### src/rtl/rns_alu_mc_seq.sv
// rns_alu_mc_seq: NUM_CH-channel RNS ALU (add/sub/mul/MAC) with one operation in flight.
// Latency: add/sub out_valid at T+2 after accept at T; mul/MAC at T+2+2W.
// Backpressure: in_ready only in IDLE; dout/err held in DONE until out_ready.
// Optional macro RNS_RANGE_CHK_EN: builds operand range comparators that drive err.
module rns_alu_mc_seq #(
  parameter int NUM_CH = 2,
  parameter int W      = 8,
  parameter logic [NUM_CH*(W+1)-1:0] MODULI = {9'd129, 9'd256}
) (
  input  logic                clk,
  input  logic                rst,
  input  logic                in_valid,
  output logic                in_ready,
  input  logic [1:0]          op,
  input  logic                acc_clr,
  input  logic [NUM_CH*W-1:0] op1_in,
  input  logic [NUM_CH*W-1:0] op2_in,
  output logic                out_valid,
  input  logic                out_ready,
  output logic [NUM_CH*W-1:0] dout,
  output logic                err
);

  localparam logic [1:0] OP_ADD = 2'b00;
  localparam logic [1:0] OP_SUB = 2'b01;
  localparam logic [1:0] OP_MAC = 2'b11;

  // Reduction step counter: one raw product bit per cycle, 2W cycles in total.
  localparam int                CNT_W    = $clog2(2 * W);
  localparam logic [CNT_W-1:0]  CNT_LAST = CNT_W'(2 * W - 1);

  typedef enum logic [1:0] {
    S_IDLE   = 2'd0,
    S_CALC   = 2'd1,
    S_REDUCE = 2'd2,
    S_DONE   = 2'd3
  } state_t;

  state_t           r_state;
  state_t           w_state_nxt;
  logic             w_accept;
  logic             w_finish;
  logic [1:0]       r_op;
  logic             r_acc_clr;
  logic [CNT_W-1:0] r_cnt;

  // State register.
  always_ff @(posedge clk) begin
    if (rst) begin
      r_state <= S_IDLE;
    end else begin
      r_state <= w_state_nxt;
    end
  end

  // Next-state and handshake decode; w_finish marks the cycle whose result enters DONE.
  always_comb begin
    w_state_nxt = r_state;
    w_accept    = 1'b0;
    w_finish    = 1'b0;
    in_ready    = 1'b0;
    out_valid   = 1'b0;
    case (r_state)
      S_IDLE: begin
        in_ready = 1'b1;
        if (in_valid) begin
          w_accept    = 1'b1;
          w_state_nxt = S_CALC;
        end
      end
      S_CALC: begin
        // op[1] selects the multiply family, which needs the serial reducer.
        if (r_op[1]) begin
          w_state_nxt = S_REDUCE;
        end else begin
          w_state_nxt = S_DONE;
          w_finish    = 1'b1;
        end
      end
      S_REDUCE: begin
        if (r_cnt == CNT_LAST) begin
          w_state_nxt = S_DONE;
          w_finish    = 1'b1;
        end
      end
      S_DONE: begin
        out_valid = 1'b1;
        if (out_ready) begin
          w_state_nxt = S_IDLE;
        end
      end
      default: w_state_nxt = S_IDLE;
    endcase
  end

  // Capture opcode/acc_clr at accept and step the reduction counter.
  always_ff @(posedge clk) begin
    if (rst) begin
      r_op      <= OP_ADD;
      r_acc_clr <= 1'b0;
      r_cnt     <= '0;
    end else begin
      if (w_accept) begin
        r_op      <= op;
        r_acc_clr <= acc_clr;
      end
      if (r_state == S_CALC) begin
        r_cnt <= '0;
      end else if (r_state == S_REDUCE) begin
        r_cnt <= r_cnt + 1'b1;
      end
    end
  end

`ifdef RNS_RANGE_CHK_EN
  logic [NUM_CH-1:0] w_rng_bad;
`endif

  for (genvar gi = 0; gi < NUM_CH; gi++) begin : g_ch
    localparam logic [W:0] LP_M = MODULI[gi*(W+1) +: (W+1)];

    logic [W-1:0]   r_op1;
    logic [W-1:0]   r_op2;
    logic [W-1:0]   r_acc;
    logic [W-1:0]   r_dout;
    logic [2*W-1:0] r_raw;
    logic [W:0]     r_rem;

    logic [W:0]     w_sum;
    logic [W:0]     w_sum_sub;
    logic [W+1:0]   w_dif;
    logic [W+1:0]   w_dif_sub;
    logic [W-1:0]   w_addsub;
    logic [W-1:0]   w_acc_eff;
    logic [2*W-1:0] w_prod;
    logic [W+1:0]   w_shift;
    logic [W+1:0]   w_shift_sub;
    logic [W:0]     w_rem_nxt;
    logic [W-1:0]   w_result;

    // Per-channel datapath: single conditional subtract for add/sub, raw product for mul/MAC,
    // and one shift-subtract reduction step.
    always_comb begin
      w_sum     = {1'b0, r_op1} + {1'b0, r_op2};
      w_sum_sub = w_sum - LP_M;
      // op1 + m - op2 stays non-negative for in-range operands and is below 2m.
      w_dif     = {2'b00, r_op1} + {1'b0, LP_M} - {2'b00, r_op2};
      w_dif_sub = w_dif - {1'b0, LP_M};
      w_addsub  = '0;
      if (r_op == OP_SUB) begin
        w_addsub = (w_dif >= {1'b0, LP_M}) ? w_dif_sub[W-1:0] : w_dif[W-1:0];
      end else begin
        w_addsub = (w_sum >= LP_M) ? w_sum_sub[W-1:0] : w_sum[W-1:0];
      end

      w_acc_eff = '0;
      if ((r_op == OP_MAC) && !r_acc_clr) begin
        w_acc_eff = r_acc;
      end
      w_prod = ({{W{1'b0}}, r_op1} * {{W{1'b0}}, r_op2}) + {{W{1'b0}}, w_acc_eff};

      w_shift     = {r_rem, r_raw[2*W-1]};
      w_shift_sub = w_shift - {1'b0, LP_M};
      w_rem_nxt   = (w_shift >= {1'b0, LP_M}) ? w_shift_sub[W:0] : w_shift[W:0];

      w_result = (r_state == S_REDUCE) ? w_rem_nxt[W-1:0] : w_addsub;
    end

    // Operand capture, serial reduction, and result/accumulator update on entering DONE.
    always_ff @(posedge clk) begin
      if (rst) begin
        r_op1  <= '0;
        r_op2  <= '0;
        r_acc  <= '0;
        r_dout <= '0;
        r_raw  <= '0;
        r_rem  <= '0;
      end else begin
        if (w_accept) begin
          r_op1 <= op1_in[gi*W +: W];
          r_op2 <= op2_in[gi*W +: W];
        end
        if (r_state == S_CALC) begin
          r_raw <= w_prod;
          r_rem <= '0;
        end else if (r_state == S_REDUCE) begin
          r_raw <= {r_raw[2*W-2:0], 1'b0};
          r_rem <= w_rem_nxt;
        end
        if (w_finish) begin
          r_dout <= w_result;
          if (r_op == OP_MAC) begin
            r_acc <= w_result;
          end else if (r_acc_clr) begin
            r_acc <= '0;
          end
        end
      end
    end

    assign dout[gi*W +: W] = r_dout;

`ifdef RNS_RANGE_CHK_EN
    assign w_rng_bad[gi] = ({1'b0, op1_in[gi*W +: W]} >= LP_M) |
                           ({1'b0, op2_in[gi*W +: W]} >= LP_M);
`endif
  end

`ifdef RNS_RANGE_CHK_EN
  logic r_err_pend;
  logic r_err;

  // Range flag sampled at accept, presented together with the result in DONE.
  always_ff @(posedge clk) begin
    if (rst) begin
      r_err_pend <= 1'b0;
      r_err      <= 1'b0;
    end else begin
      if (w_accept) begin
        r_err_pend <= |w_rng_bad;
      end
      if (w_finish) begin
        r_err <= r_err_pend;
      end else if ((r_state == S_DONE) && out_ready) begin
        r_err <= 1'b0;
      end
    end
  end

  assign err = r_err;
`else
  assign err = 1'b0;
`endif

endmodule

### config.mk
export PLATFORM = sky130hd
export DESIGN_NAME = rns_alu_mc_seq
export DESIGN_NICKNAME = d
export VERILOG_FILES = /design/src/rtl/rns_alu_mc_seq.sv
export SDC_FILE = /design/constraint.sdc
export NUM_CORES = 1
export LEC_CHECK = 0
export CAP_MARGIN = 20
export CORE_MARGIN = 2
export CORE_UTILIZATION = 65
export CTS_CLUSTER_SIZE = 12
export DETAILED_ROUTE_END_ITERATION = 12
export HOLD_SLACK_MARGIN = 0.02
export PLACE_DENSITY = 0.87
export RECOVER_POWER = 50
export SLEW_MARGIN = 20
export SYNTH_ARGS = -nofsm -noshare
export SYNTH_HDL_FRONTEND = slang
export SYNTH_SLANG_ARGS = --single-unit
export TNS_END_PERCENT = 1
### constraint.sdc
create_clock -name clk -period 13.9 [get_ports clk]
set_clock_uncertainty 0.05 [all_clocks]
set_input_delay 4.17 -clock clk [delete_from_list [all_inputs] [get_ports clk]]
set_output_delay 4.17 -clock clk [all_outputs]
set_load 0.05 [all_outputs]
## Yosys cells after proc, flatten, opt, wreduce, memory -nomap -nowiden

Index checks and enable logic that the tools add are counted.

| word-level totals | value |
|---|---|
| output and inout port bits | 19 |
| input port bits | 39 |
| logic and storage cells | 87 |
| register bits | 123 |

| operators by class | value |
|---|---|
| $add $sub $neg | 15 |
| eq/ne operators | 9 |
| reduce and logical (&&, ||, !) cells | 8 |
| multiply operators | 2 |
| mux-type cells | 31 |
| magnitude comparators | 6 |

Operators by type and width:

| operator | number |
|---|---|
| $mux 8 | 13 |
| $mux 16 | 4 |
| $add 16x8->16 | 2 |
| $mul 8x8->16 | 2 |
| $ge 10x8->1 const B | 2 |
| $ge 10x9->1 const B | 2 |
| $add 8x8->9 | 2 |
| $mux 9 | 2 |
| $sub 8x1->8 const B | 2 |
| $sub 8x8->8 const B | 2 |
| $add 8x9->10 const B | 1 |
| $sub 10x8->10 | 1 |
| $sub 9x8->10 | 1 |
| $add 8x8->9 const B | 1 |
| $ge 9x8->1 const B | 1 |
| $ge 9x9->1 const B | 1 |
| $sub 9x8->9 const B | 1 |
| $sub 9x9->9 const B | 1 |
| $pmux 2 s4 | 1 |
| $mux 1 | 7 |
| $eq 2x2->1 const B | 3 |
| $mux 2 | 3 |
| $ne 2x2->1 const B | 3 |
| $add 4x1->4 const B | 1 |
| other kinds (10) | 12 |

## Longest topological paths before layout

Gate-level depths: netlist of run 1.

| logic depth | value |
|---|---|
| depth in word-level cells | 7 |
| mapped depth | 21 |
| mapped depth without buffers | 20 |

## Worst setup path after synthesis of run 1

OpenSTA, ideal clock, no wires.

| path | value |
|---|---|
| path kind | input to register |
| from | input port rst |
| to | register g_ch[1].r_dout[6] |
| required time | 13.763 ns |
| stages on the path | 5 |
| path slack | 8.607 ns |
| setup time | 0.087 ns |
| path buffers | 1 |
| data arrival time | 5.156 ns |
| cells stage by stage | clkbuf_1 > inv_1 > nand2_1 > or4_1 > o31ai_1 |

RTL lines:

| item | line | RTL |
|---|---|---|
| from (decl) | 11 | `input logic rst,` |
| to (signal assigned) | 191 | `r_dout <= w_result;` |
| to (decl) | 125 | `logic [W-1:0] r_dout;` |

==> results of run 1 <==
## path summary, 6_finish.rpt
kind	startpoint	end	slack (ns)	cells after the start
setup reg to reg	r_op[0]$_SDFFE_PP0P_	g_ch[1].r_raw[13]$_SDFFE_PP0P_	7.72	19
hold / removal	g_ch[0].r_dout[0]$_SDFFE_PP0P_	g_ch[0].r_dout[0]$_SDFFE_PP0P_	0.41	2
hold reg to reg	g_ch[0].r_dout[0]$_SDFFE_PP0P_	g_ch[0].r_dout[0]$_SDFFE_PP0P_	0.41	2
setup / recovery	rst	g_ch[1].r_dout[1]$_SDFFE_PP0P_	4.51	7
## synth_stat cells, types with 4 or more instances
| cell type | number |
|---|---|
| nand3_1 | 20 |
| xnor2_1 | 34 |
| or3_1 | 6 |
| dfxtp_1 | 121 |
| nand4_1 | 4 |
| xor2_1 | 13 |
| nor2_1 | 109 |
| and2_1 | 57 |
| nor2b_1 | 11 |
| o211ai_1 | 6 |
| inv_1 | 171 |
| nor3_1 | 24 |
| a21oi_1 | 98 |
| fa_1 | 92 |
| nand2_1 | 195 |
| a31oi_1 | 9 |
| mux2i_1 | 35 |
| o31ai_1 | 5 |
| a211oi_1 | 34 |
| clkbuf_1 | 46 |
| a2111oi_0 | 6 |
| and3_1 | 9 |
| a21o_1 | 11 |
| o21a_1 | 4 |
| or2_2 | 4 |
| ha_1 | 121 |
| a22oi_1 | 11 |
| nand2b_1 | 7 |
| o21ai_0 | 36 |
## cell type report
class | count | area, µm² | area share, %
clock buffers | 19 | 443 | 3.50
clock inverters | 12 | 143 | 1.13
inverters | 172 | 646 | 5.10
multi-input cells | 1039 | 8130 | 64.2
flip-flops and latches | 121 | 2420 | 19.1
well taps | 225 | 282 | 2.22
repair buffers | 62 | 597 | 4.71
## cells by family after synthesis
| kind of cell | count (synthesis) | share of synthesized area (%) |
|---|---|---|
| compound gates | 270 | 15.8 |
| xor+xnor | 49 | 3.90 |
| fa+ha+maj | 213 | 29.5 |
| buf+inv | 222 | 7.35 |
| flops | 121 | 21.3 |
| mux | 36 | 3.18 |
| other cells | 1 | 0.0329 |
| simple gates | 470 | 19.0 |
## critical path, cell delays in order
cell and delay [ns]:
buf_2 0.07, clkbuf_1 2.85, inv_1 1.44, nand2_1 0.50, nor2_1 0.09, a21boi_0 0.14, o2bb2ai_1 0.18
## power breakdown
part           internal, mW  leakage [nW]  switching (mW)
logic                 0.362          4.63           0.626
registers             0.412         0.986          0.0855
clock network         0.270         0.284           0.175
## per-stage QoR
stage,instances,util [%],instance area (µm²),total power [mW]
2_1_floorplan,1382,-,11400,1.21
3_3_place_gp,1619,70.1,12100,1.42
6_report,1650,73.5,12700,1.93
3_5_place_dp,1619,70.1,12100,1.46
5_1_grt,1650,73.5,12700,2.05
4_1_cts,1650,73.5,12700,1.91
## placed cells by master, fill, tap and decap left out, types with 35 or more instances in the layout
cell / instances
ha_1: 120
o21ai_0: 36
clkdlybuf4s50_1: 55
nand2_1: 195
mux2i_1: 35
a21oi_1: 98
inv_1: 171
fa_1: 92
dfxtp_1: 121
nor2_1: 109
and2_1: 57
## flip-flops by register name, summed over array words and instances, names as in the netlist
name	count
g_ch.r_raw	32
g_ch.r_acc	16
g_ch.r_dout	16
g_ch.r_op1	16
g_ch.r_op2	16
g_ch.r_rem	16
r_cnt	4
r_op	2
r_state	2
r_acc_clr	1
## layer usage
| metal | up-vias | GRT usage, % |
|---|---|---|
| met5 | - | 0 |
| met3 | 100 | 7.42 |
| met2 | 443 | 54.8 |
| met4 | 0 | 14.1 |
| li1 | 4698 | - |
| met1 | 4782 | 42.8 |
==> flow_summary.json, run 1 <==
{
  "status": "finished, violations left",
  "violations": "max-capacitance violations, max-slew violations",
  "setup_violations": 0,
  "peakVddDrop_mv": 0.273,
  "relSlewSlack_pct": -173,
  "cap_violations": 1,
  "vias_per_cell": 6.07,
  "report.final.slew_viol_count": 89,
  "route.met2.wl_um": 13900,
  "max_slew.worst_pin.slew_ns": 4.09,
  "drt-total-wl_um": 29400,
  "power_density_nw_per_um2": 152,
  "grt.total_usage_pct": 33.5,
  "floorplan.rows": 48,
  "antenna_found_initial": 0,
  "clk_root_buffer_cell": "clkbuf_16",
  "detail_route.iter0.violations": 987,
  "fp.dieW_um": 136,
  "synth-seq-cells": 121,
  "pre_cts_ws_ns": 7.46,
  "synth_top_cell_by_area": "dfxtp_1",
  "first_global_vias": 9923,
  "ctsResizeCount": 0,
  "core_area_um2": 17200,
  "dieHeight_um": 136,
  "ctsHoldBuffers": 0,
  "cts_max_level": 4,
  "rsz0062_at_grt": "false",
  "synth.distinct_cells": 84,
  "holdWs_ns": 0.413,
  "cts_setup_buffers": 0,
  "drive_gt1_share_pct": 4.21,
  "overflow": 0,
  "cts_tree": "done",
  "netlist_instances": 1382,
  "hold_viol_final": 0,
  "io_pins": 58,
  "critPathMaxFanout": 88,
  "finalSetupTns_ns": 0,
  "postRouteAntennaNets": 0,
  "worstPathRequired_ns": 14.01,
  "syn-cell-area_um2": 11400,
  "leakagePower_nw": 5.90,
  "fin_nets": 1665,
  "worstSetupPathType": "input port to register",
  "synth_enable_flop_cells": 0,
  "gp_congestion": 0.939,
  "clkTransAtPathRegs_ns": 0.06,
  "async_flop_share_pct": 0,
  "io_buffers": 56,
  "remaining_drc_errors": 0,
  "synthTopCellsByArea": "dfxtp_1, fa_1, ha_1",
  "synth_top_area_share_pct": 21.3,
  "syn2layout_area_growth_pct": 11.2,
  "routedWlPerCell_um": 17.8,
  "syn-num-nets": 1634,
  "seq_area_frac_synth_pct": 21.3,
  "cp-end-kind": "register",
  "wl_met3_um": 2440,
  "critPathLaunchType": "input port",
  "synth_ff_type": "dfxtp_1",
  "cp.arrival_ns": 9.50,
  "grt_pass1_wl_um": 48800,
  "n_antenna_cell": 0,
  "period_needed_ns": 9.39,
  "dpl.hpwl_um": 21400,
  "vias": 10000,
  "clk_latency_ns": 0.43,
  "max_freq_mhz": 106,
  "dieArea_um2": 18600,
  "grt_max_degree": 89,
  "wl_met1_um": 12100,
  "min_period_over_period_pct": 67.6,
  "avgSynthCellArea_um2": 8.24,
  "hold_path_class": "register to register",
  "yosys_warnings": 0,
  "first_pass_iters": 5,
  "setup_ws_ns": 4.51,
  "cts_buffer_depth": 2,
  "highest-signal-layer": "met4",
  "cts.sinks": 121,
  "start_util_pct": 66.1,
  "cts_made_buffers": 17,
  "fillers": 1239
}
Power figures use the tool's default switching activity.
==> run 2, diff against run 1 <==
--- a/config.mk
+++ b/config.mk
@@ -7,11 +7,11 @@
 export LEC_CHECK = 0
 export CAP_MARGIN = 20
 export CORE_MARGIN = 2
-export CORE_UTILIZATION = 65
+export CORE_UTILIZATION = 56
 export CTS_CLUSTER_SIZE = 12
 export DETAILED_ROUTE_END_ITERATION = 12
 export HOLD_SLACK_MARGIN = 0.02
-export PLACE_DENSITY = 0.87
+export PLACE_DENSITY = 0.8
 export RECOVER_POWER = 50
 export SLEW_MARGIN = 20
 export SYNTH_ARGS = -nofsm -noshare
==> constraint.sdc (replaced) <==
create_clock -name clk -period 7.9 [get_ports clk]
set_clock_uncertainty 0.05 [all_clocks]
set_input_delay 2.37 -clock clk [delete_from_list [all_inputs] [get_ports clk]]
set_output_delay 2.37 -clock clk [all_outputs]
set_load 0.05 [all_outputs]
==> run 2 against run 1 <==
  * The flow still finishes with violations (max-capacitance violations, max-slew violations)
  * Setup slack worse by 2.5 ns
  * Die area up 16%
  * Cell area up 0.45%
==> flow_summary.json, run 2 (same netlist as run 1, synthesis figures left out) <==
{
  "status": "finished, violations left",
  "violations": "max-capacitance violations, max-slew violations",
  "setup_violations": 0,
  "p_sw_share_pct": 46.0,
  "cts_tree": "done",
  "peakVddDrop_mv": 0.152,
  "p_sw_mw": 1.54,
  "clk_latency_ns": 0.42,
  "worstPathRequired_ns": 8.17,
  "leakagePower_nw": 5.90,
  "hold_viol_final": 0,
  "grt_max_degree": 59,
  "n_antenna_cell": 0,
  "pwr-share-seq_pct": 25.9,
  "overflow": 0,
  "crit_top_cell": "clkbuf_1",
  "crit_chain": "clkbuf_1 > clkbuf_1 > nor2_1 > a32o_1",
  "first_global_vias": 9660,
  "detail_route.iter0.violations": 587,
  "cts_made_buffers": 17,
  "rsz0062_at_grt": "false",
  "fin_nets": 1666,
  "postRouteAntennaNets": 0,
  "floorplan.rows": 52,
  "slowest_delay_ns": 1.85,
  "p_int_mw": 1.80,
  "cts_setup_buffers": 0,
  "finalPower_mw": 3.34,
  "dieArea_um2": 21500,
  "ctsResizeCount": 0,
  "grt.total_usage_pct": 27.3,
  "start_util_pct": 56.6,
  "cts_max_level": 4,
  "cp-end-kind": "register",
  "critPathLaunchType": "input port",
  "fp.dieW_um": 147,
  "period_needed_ns": 5.91,
  "first_pass_iters": 5,
  "vias": 9713,
  "ctsHoldBuffers": 0,
  "critPathMaxFanout": 49,
  "final_cell_mix": "nand2_1, inv_1, dfxtp_1",
  "report.final.slew_viol_count": 91,
  "cts_buffer_depth": 2,
  "grt_pass1_wl_um": 47400,
  "vias_per_cell": 5.72,
  "max_slew.worst_pin.slew_ns": 2.49,
  "regMostFlops": "g_ch.r_raw",
  "cap_violations": 2,
  "cts.sinks": 121,
  "largest_reg_flops": 32,
  "routedWlPerCell_um": 16.5,
  "clkTransAtPathRegs_ns": 0.06,
  "relSlewSlack_pct": -66.2,
  "drive_gt1_share_pct": 4.41,
  "syn2layout_area_growth_pct": 11.7,
  "cp.arrival_ns": 6.18,
  "hold_path_class": "register to register",
  "critPathSlowestCell": "clkbuf_1",
  "io_buffers": 56,
  "multiInputGateArea_um2": 8140,
  "antenna_found_initial": 0,
  "remaining_drc_errors": 0,
  "dp.cells": 1665,
  "io_pins": 58,
  "power.share.clock_pct": 23.0,
  "layout_commonest_cell": "nand2_1",
  "regArea_um2": 2420,
  "dpl.hpwl_um": 21100,
  "drt-total-wl_um": 28100,
  "worstSetupPathType": "input port to register",
  "core_area_um2": 20100,
  "finalSetupTns_ns": 0,
  "fillers": 1684,
  "holdWs_ns": 0.408,
  "clk_root_buffer_cell": "clkbuf_16",
  "max_freq_mhz": 169,
  "dieHeight_um": 147,
  "combPwrFrac_pct": 51.1,
  "gp_congestion": 0.905,
  "power_density_nw_per_um2": 263,
  "min_period_over_period_pct": 74.9,
  "stdcell_count": 1697
}
[run 2: final cells by class]
class | instances | share of cell area [%]
Multi-Input combinational cell | 1039 | 64.0
Timing Repair Buffer | 63 | 4.74
Tap cell | 270 | 2.66
Inverter | 172 | 5.08
Sequential cell | 121 | 19.0
Clock buffer | 18 | 3.45
Clock inverter | 14 | 1.08
[run 2: power by group through the flow]
stage	combinational, mW	clock (mW)	sequential, mW
after global routing	1.89	0.809	0.882
after floorplan	1.25	0	0.877
final	1.71	0.768	0.866
after CTS	1.69	0.774	0.862
after detailed placement	1.68	0	0.875
after global placement	1.64	0	0.869
[run 2: metrics by stage]
stage	util, %	setup WS (ns)	cell area (µm²)
floorplan	-	2.86	11400
global placement	60.4	2.33	12100
detailed placement	60.4	2.16	12100
CTS	63.3	2.14	12700
global route	63.3	1.76	12700
finish	63.3	1.99	12700
[run 2: worst paths after layout]
kind	startpoint	endpoint	slack [ns]	depth (start not counted)
worst max-delay path	rst	g_ch[1].r_acc[4]$_SDFFE_PP0P_	1.99	4
worst min-delay path	g_ch[1].r_raw[0]$_SDFFE_PP0P_	g_ch[1].r_raw[0]$_SDFFE_PP0P_	0.41	2
worst max register to register	r_op[1]$_SDFFE_PP0P_	g_ch[1].r_raw[14]$_SDFFE_PP0P_	2.40	19
worst min register to register	g_ch[1].r_raw[0]$_SDFFE_PP0P_	g_ch[1].r_raw[0]$_SDFFE_PP0P_	0.41	2
[run 2: worst max-delay path: cells and delay by family]
| kind | cells | cell delay (ns) |
|---|---|---|
| AND/OR/NAND/NOR | 1 | 0.22 |
| buffers and inverters | 2 | 3.19 |
| AO/OA/AOI/OAI | 1 | 0.33 |
[run 2: metal layers]
| layer | vias to the layer above | GRT usage [%] | wire length [µm] |
|---|---|---|---|
| li1 | 4688 | - | - |
| met1 | 4629 | 34.6 | 11600 |
| met2 | 320 | 46.0 | 13800 |
| met3 | 76 | 4.56 | 1460 |
| met4 | 0 | 11.8 | 1200 |
| met5 | - | 0 | 0 |
==> run 3, diff against run 2 <==
==> constraint.sdc (replaced) <==
create_clock -name clk -period 5.4 [get_ports clk]
set_clock_uncertainty 0.05 [all_clocks]
set_input_delay 1.62 -clock clk [delete_from_list [all_inputs] [get_ports clk]]
set_output_delay 1.62 -clock clk [all_outputs]
set_load 0.05 [all_outputs]
==> run 3 against run 2 <==
  * Non-clock buffer count increased by 8
  * Hold slack gained 0.0019 ns
  * Core utilization rose by 0.57 points
  * Total power grew 50%
  * Critical endpoint is now g_ch[1].r_raw[13]$_SDFFE_PP0P_
  * Wire length fell by 0.17%
  * Via count up 0.59%
  * Sequential share of layout area shrank 0.17 points
  * Clock power is 63% higher
  * Critical path type is now register to register
  * The flow still finishes with violations (max-capacitance violations, max-slew violations)
  * Cell area is 0.90% higher
  * Combinational power up 47%
  * First-iteration DRC count grew 7.8%
  * Sequential power is 44% higher
==> flow_summary.json, run 3 (same netlist as run 1, synthesis figures left out) <==
{
  "critPathLaunchType": "register",
  "regArea_um2": 2420,
  "hold_path_class": "register to register",
  "floorplan.rows": 52,
  "grt_pass1_wl_um": 47600,
  "gp_congestion": 0.926,
  "overflow": 0,
  "postRouteAntennaNets": 0,
  "final_cell_mix": "nand2_1, inv_1, dfxtp_1",
  "setup_violations": 0,
  "crit_chain": "nand2_1 > nor2_1 > buf_4 > nand2_1 > fa_1 > inv_1 > ha_1 > ha_1 > inv_1 > fa_1 > inv_1 > ha_1 > fa_1 > a21o_1 > a21oi_1 > nor2_1 > o41a_1 > a311oi_1 > xnor2_1 > mux2i_1 > a211oi_1",
  "path_delay_family": "adder cells",
  "fp.dieW_um": 147,
  "cts_max_level": 4,
  "setup_ws_ns": 0.267,
  "cts_setup_buffers": 0,
  "cp-end-kind": "register",
  "peakVddDrop_mv": 0.248,
  "max_freq_mhz": 195,
  "vias_per_cell": 5.73,
  "first_global_vias": 9755,
  "cts_made_buffers": 17,
  "hold_viol_final": 0,
  "worstSetupPathType": "register to register",
  "detail_route.iter0.violations": 633,
  "io_buffers": 56,
  "worstPathRequired_ns": 5.69,
  "dieHeight_um": 147,
  "stdcell_count": 1705,
  "cts_tree": "done",
  "pre_cts_ws_ns": 0.198,
  "n_antenna_cell": 0,
  "routedWlPerCell_um": 16.4,
  "slowest_delay_ns": 0.52,
  "vias": 9770,
  "clkTransAtPathRegs_ns": 0.06,
  "first_pass_iters": 7,
  "fin_nets": 1674,
  "power_density_nw_per_um2": 390,
  "status": "finished, violations left",
  "violations": "max-capacitance violations, max-slew violations",
  "cp.arrival_ns": 5.42,
  "largest_reg_flops": 32,
  "fillers": 1635,
  "antenna_found_initial": 0,
  "start_util_pct": 56.6,
  "crit_buf_inv": 4,
  "dieArea_um2": 21500,
  "dpl.hpwl_um": 21100,
  "multiInputGateArea_um2": 8140,
  "critPathMaxFanout": 5,
  "period_needed_ns": 5.13,
  "clk_root_buffer_cell": "clkbuf_16",
  "relSlewSlack_pct": -1.45,
  "cap_violations": 1,
  "io_pins": 58,
  "critPathSlowestCell": "fa_1",
  "layout_commonest_cell": "nand2_1",
  "leakagePower_nw": 5.97,
  "cts_buffer_depth": 2,
  "drive_gt1_share_pct": 4.81,
  "clk_latency_ns": 0.42,
  "regMostFlops": "g_ch.r_raw",
  "syn2layout_area_growth_pct": 12.7,
  "max_slew.worst_pin.slew_ns": 1.52,
  "report.final.slew_viol_count": 33,
  "grt_max_degree": 64,
  "core_area_um2": 20100,
  "drt-total-wl_um": 28000,
  "min_period_over_period_pct": 95.1,
  "cts.sinks": 121,
  "dp.cells": 1673,
  "grt.total_usage_pct": 27.2,
  "remaining_drc_errors": 0
}
-- run 3: changes by cell type in the layout (fill, tap and decap cells not counted), moves of 2 or more --
cell / before / now
clkinv_4: 5 / 2
inv_8: 0 / 4
bufinv_16: 1 / 3
a2111oi_2: 0 / 2
buf_4: 6 / 13
a2111oi_0: 6 / 4
-- run 3: worst paths after layout --
path	startpoint	to	slack [ns]	cells after the start
worst max-delay path	r_op[1]$_SDFFE_PP0P_	g_ch[1].r_raw[13]$_SDFFE_PP0P_	0.27	21
worst min register to register	g_ch[0].r_dout[1]$_SDFFE_PP0P_	g_ch[0].r_dout[1]$_SDFFE_PP0P_	0.41	2
worst min-delay path	g_ch[0].r_dout[1]$_SDFFE_PP0P_	g_ch[0].r_dout[1]$_SDFFE_PP0P_	0.41	2
worst max register to register	r_op[1]$_SDFFE_PP0P_	g_ch[1].r_raw[13]$_SDFFE_PP0P_	0.27	21
-- run 3: cell type report --
class / instances / area share, %
multi-input combinational: 1039 / 63.4
sequential: 121 / 18.9
timing repair buffer: 71 / 5.14
inverter: 172 / 5.03
clock buffer: 17 / 3.31
tap: 270 / 2.63
clock inverter: 15 / 1.59
-- run 3: repair_timing --
item	in CTS	in global routing
resized for setup	0	4
endpoints found under the setup margin	0	5
hold buffers	0	0
-- run 3: power breakdown --
group | switching [mW] | internal (mW) | leakage (nW)
Clock | 0.503 | 0.748 | 0.307
Combinational | 1.57 | 0.932 | 4.68
Sequential | 0.192 | 1.06 | 0.986
Total | 2.27 | 2.74 | 5.97
-- run 3: routing by layer --
layer  track usage, %  wire length (µm)  up-vias
li1                 -                 -     4696
met1             34.3             11800     4682
met2             45.7             13600      322
met3             5.13              1590       70
met4             11.7              1020        0
met5                0                 0        -
-- run 3: worst reg2reg max path, delay by kind of cell, from the launching register on --
family,cells,cell delay (ns)
buf+inv,4,0.34
flops,1,0.38
fa+ha+maj,6,2.17
simple gates,4,0.49
xor+xnor,1,0.17
mux,1,0.09
compound gates,5,1.35
-- run 3: metrics by stage --
step                      cell area (µm²)  power (mW)  hold WS (ns)  setup TNS (ns)  util (%)
after global routing                12800        5.36         0.432        -0.00639      63.8
after CTS                           12800        5.00         0.410               0      63.8
after global placement              12200        3.68         0.388               0      60.7
final                               12800        5.01         0.410               0      63.8
after detailed placement            12200        3.73         0.399               0      60.7
after floorplan                     11400        3.12         0.381               0         -
==> edit (settings of run 3) <==
Set the parameter `W` to 16 (it was 8).
--- a/src/rtl/rns_alu_mc_seq.sv
+++ b/src/rtl/rns_alu_mc_seq.sv
@@ -4,7 +4,7 @@
 // Optional macro RNS_RANGE_CHK_EN: builds operand range comparators that drive err.
 module rns_alu_mc_seq #(
   parameter int NUM_CH = 2,
-  parameter int W      = 8,
+  parameter int W      = 16,
   parameter logic [NUM_CH*(W+1)-1:0] MODULI = {9'd129, 9'd256}
 ) (
   input  logic                clk,
Ports: changed (resized dout, op1_in and op2_in); port bits go from 58 to 106. No check against the original RTL was run, so the function may have changed too.
==> edit against run 3 <==
  * Highest routed layer unchanged
  * Combinational power grew to 3.0 times the old value
  * The flow finishes with violations (capacitance limit, slew limit, setup timing)
  * Total power grew 140%
  * Wire length rose to 2.9 times the old value
  * Worst setup slack got worse by 1.1 ns
  * Design area grew to 2.8 times the old value
  * Die area grew to 2.6 times the old value
  * Synthesized area grew to 2.7 times the old value
  * Worst hold slack got worse by 0.0056 ns
  * Critical path depth rose by 5
  * Sequential power is 91% higher
  * Sequential cell count rose by 113
  * Non-clock buffer count up 413
==> edit: results (changes against run 3) <==
Run status
  – Failing checks: capacitance limit, slew limit, setup timing
  – Status: complete, but fails checks

Routing
  – Detail Route met3 WL: 7590 µm (+380%)
  – DRT Pass-1 Iters: 5 (-2)

Finish
  – Share of cells above drive strength 1: 14.8% (+10 points)
  – Fin nets: 4,770 (+180%)
  – Multi-input gate area: 0.0233 mm² (+190%)
  – Seq_cells: 234 (+93%)
  – # fillers: 4,111 (+150%)
  – Buffering overhead: 11.2% (+6.1 points)
  – Reg area: 0.00481 mm² (+99%)
  – Number of non-clock buffers: 484 (+580%)

Global route
  – Initial antenna violation count: 1 (+1)
  – Tot GR Track Use: 30.0% (+2.8 points)
  – Largest net degree at the start of global routing: 102 (+59%)
  – First-pass GRT wire length: 135,000 µm (+180%)

Flow run
  – # Max-Cap Violations: 1 (unchanged)

Synthesis
  – Post-synthesis sequential area ratio: 15.4% (-5.8 points)
  – Area contributors post-synth: fa_1 (28%), dfxtp_1 (15%), ha_1 (12%)
  – Net Count, Synth: 4,441 (+170%)

Power and ir drop
  – VDD IR max: 0.530 mV (+110%)
  – P_seq: 0.00239 W (+91%)
  – Total leakage power: 17.2 nW (+190%)

Worst setup path
  – CP Max Fanout: 8 (+3)
  – Crit path DAT: 6.62 ns (+1.20 ns)
  – FF-to-FF End: g_ch[0].r_raw[29]$_SDFFE_PP0P_

Placement
  – Final HPWL DP: 64,600 µm (+210%)
  – Port Buf Inserts: 104 (+86%)
  – RD Place Congestion: 0.940 (+1.6%)
  – Inst Count DP: 4,630 (+180%)

Clocking
  – CTS H-Tree Depth: 1 (-3)
  – Clock Latency Late Sink: 0.59 ns (+0.17 ns)
  – CTS Buffer Depth: 3 (+1)
  – Clock buffer count from CTS: 28 (+11)

STA
  – TNS Setup: -17.79 ns (-17.79 ns)
  – Final Setup Violations: 39 (+39)
  – Final setup margin: -0.805 ns (-1.07 ns)
  – Final Slew Violations: 63 (+91%)
edit: changes by cell type in the layout (fill, tap and decap cells not counted), sizes merged, moves of 34 or more:
cell / delta
inv: +417
nand2: +370
buf: +367
fa: +331
ha: +164
nor2: +145
and2: +144
dfxtp: +113
a21oi: +109
clkdlybuf4s50: +48
o21ai: +44
xnor2: +39
nand2b: +34
edit: what timing repair did:
| action | in CTS | in global routing |
|---|---|---|
| buffers inserted | 27 | 0 |
| gates resized for setup | 104 | 52 |
| endpoints found under the setup margin | 42 | 46 |
| endpoints found under the hold margin | 0 | 0 |
| pin swaps | 38 | 33 |
edit: worst register-to-register path, stage by stage, from the launching register on:
cell and delay, ns:
dfxtp_2 0.43, buf_4 0.15, inv_1 0.07, nor2_1 0.25
buf_4 0.18, fa_1 0.41, inv_1 0.08, fa_1 0.41
inv_1 0.08, fa_1 0.43, fa_1 0.51, fa_1 0.45
ha_1 0.30, ha_1 0.30, nor2b_1 0.15, o21ai_0 0.15
nand2b_1 0.09, a211oi_2 0.33, o31ai_4 0.15, a211oi_2 0.26
buf_4 0.16, buf_4 0.09, buf_4 0.09, o21bai_1 0.06
a21oi_1 0.20, xor2_1 0.19, o31ai_1 0.09
edit: logic make-up (layout without fill, tap and decap cells):
family          count (synthesis)  after routing  share of synthesized area [%]
simple gates                 1214           1214                           18.2
fa+ha+maj                     708            708                           39.7
compound gates                543            543                           11.5
xor+xnor                      113            113                           3.26
flops                         234            234                           15.4
other cells                     1              2                         0.0124
buf+inv                       782           1130                           9.69
mux                            67             67                           2.22
edit: worst min path at each step:
stage / startpoint / end / slack (ns) / cells past startpoint
after floorplan: g_ch[0].r_rem[16]$_SDFFE_PP0P_ / g_ch[0].r_rem[16]$_SDFFE_PP0P_ / 0.38 / 2
after global placement: g_ch[1].r_dout[0]$_SDFFE_PP0P_ / g_ch[1].r_dout[0]$_SDFFE_PP0P_ / 0.39 / 2
after detailed placement: g_ch[1].r_dout[0]$_SDFFE_PP0P_ / g_ch[1].r_dout[0]$_SDFFE_PP0P_ / 0.40 / 2
after CTS: g_ch[1].r_dout[0]$_SDFFE_PP0P_ / g_ch[1].r_dout[0]$_SDFFE_PP0P_ / 0.40 / 2
after global routing: g_ch[0].r_dout[4]$_SDFFE_PP0P_ / g_ch[0].r_dout[4]$_SDFFE_PP0P_ / 0.42 / 2
final: g_ch[0].r_dout[4]$_SDFFE_PP0P_ / g_ch[0].r_dout[4]$_SDFFE_PP0P_ / 0.40 / 2
edit: per-stage QoR:
stage / power (W) / cell area [µm²] / utilization [%]
after floorplan: 0.00734 / 30700 / -
after global placement: 0.00938 / 34500 / 64.2
after detailed placement: 0.00954 / 34500 / 64.3
after CTS: 0.0117 / 36000 / 67.0
after global routing: 0.0128 / 36200 / 67.4
final: 0.0119 / 36200 / 67.4
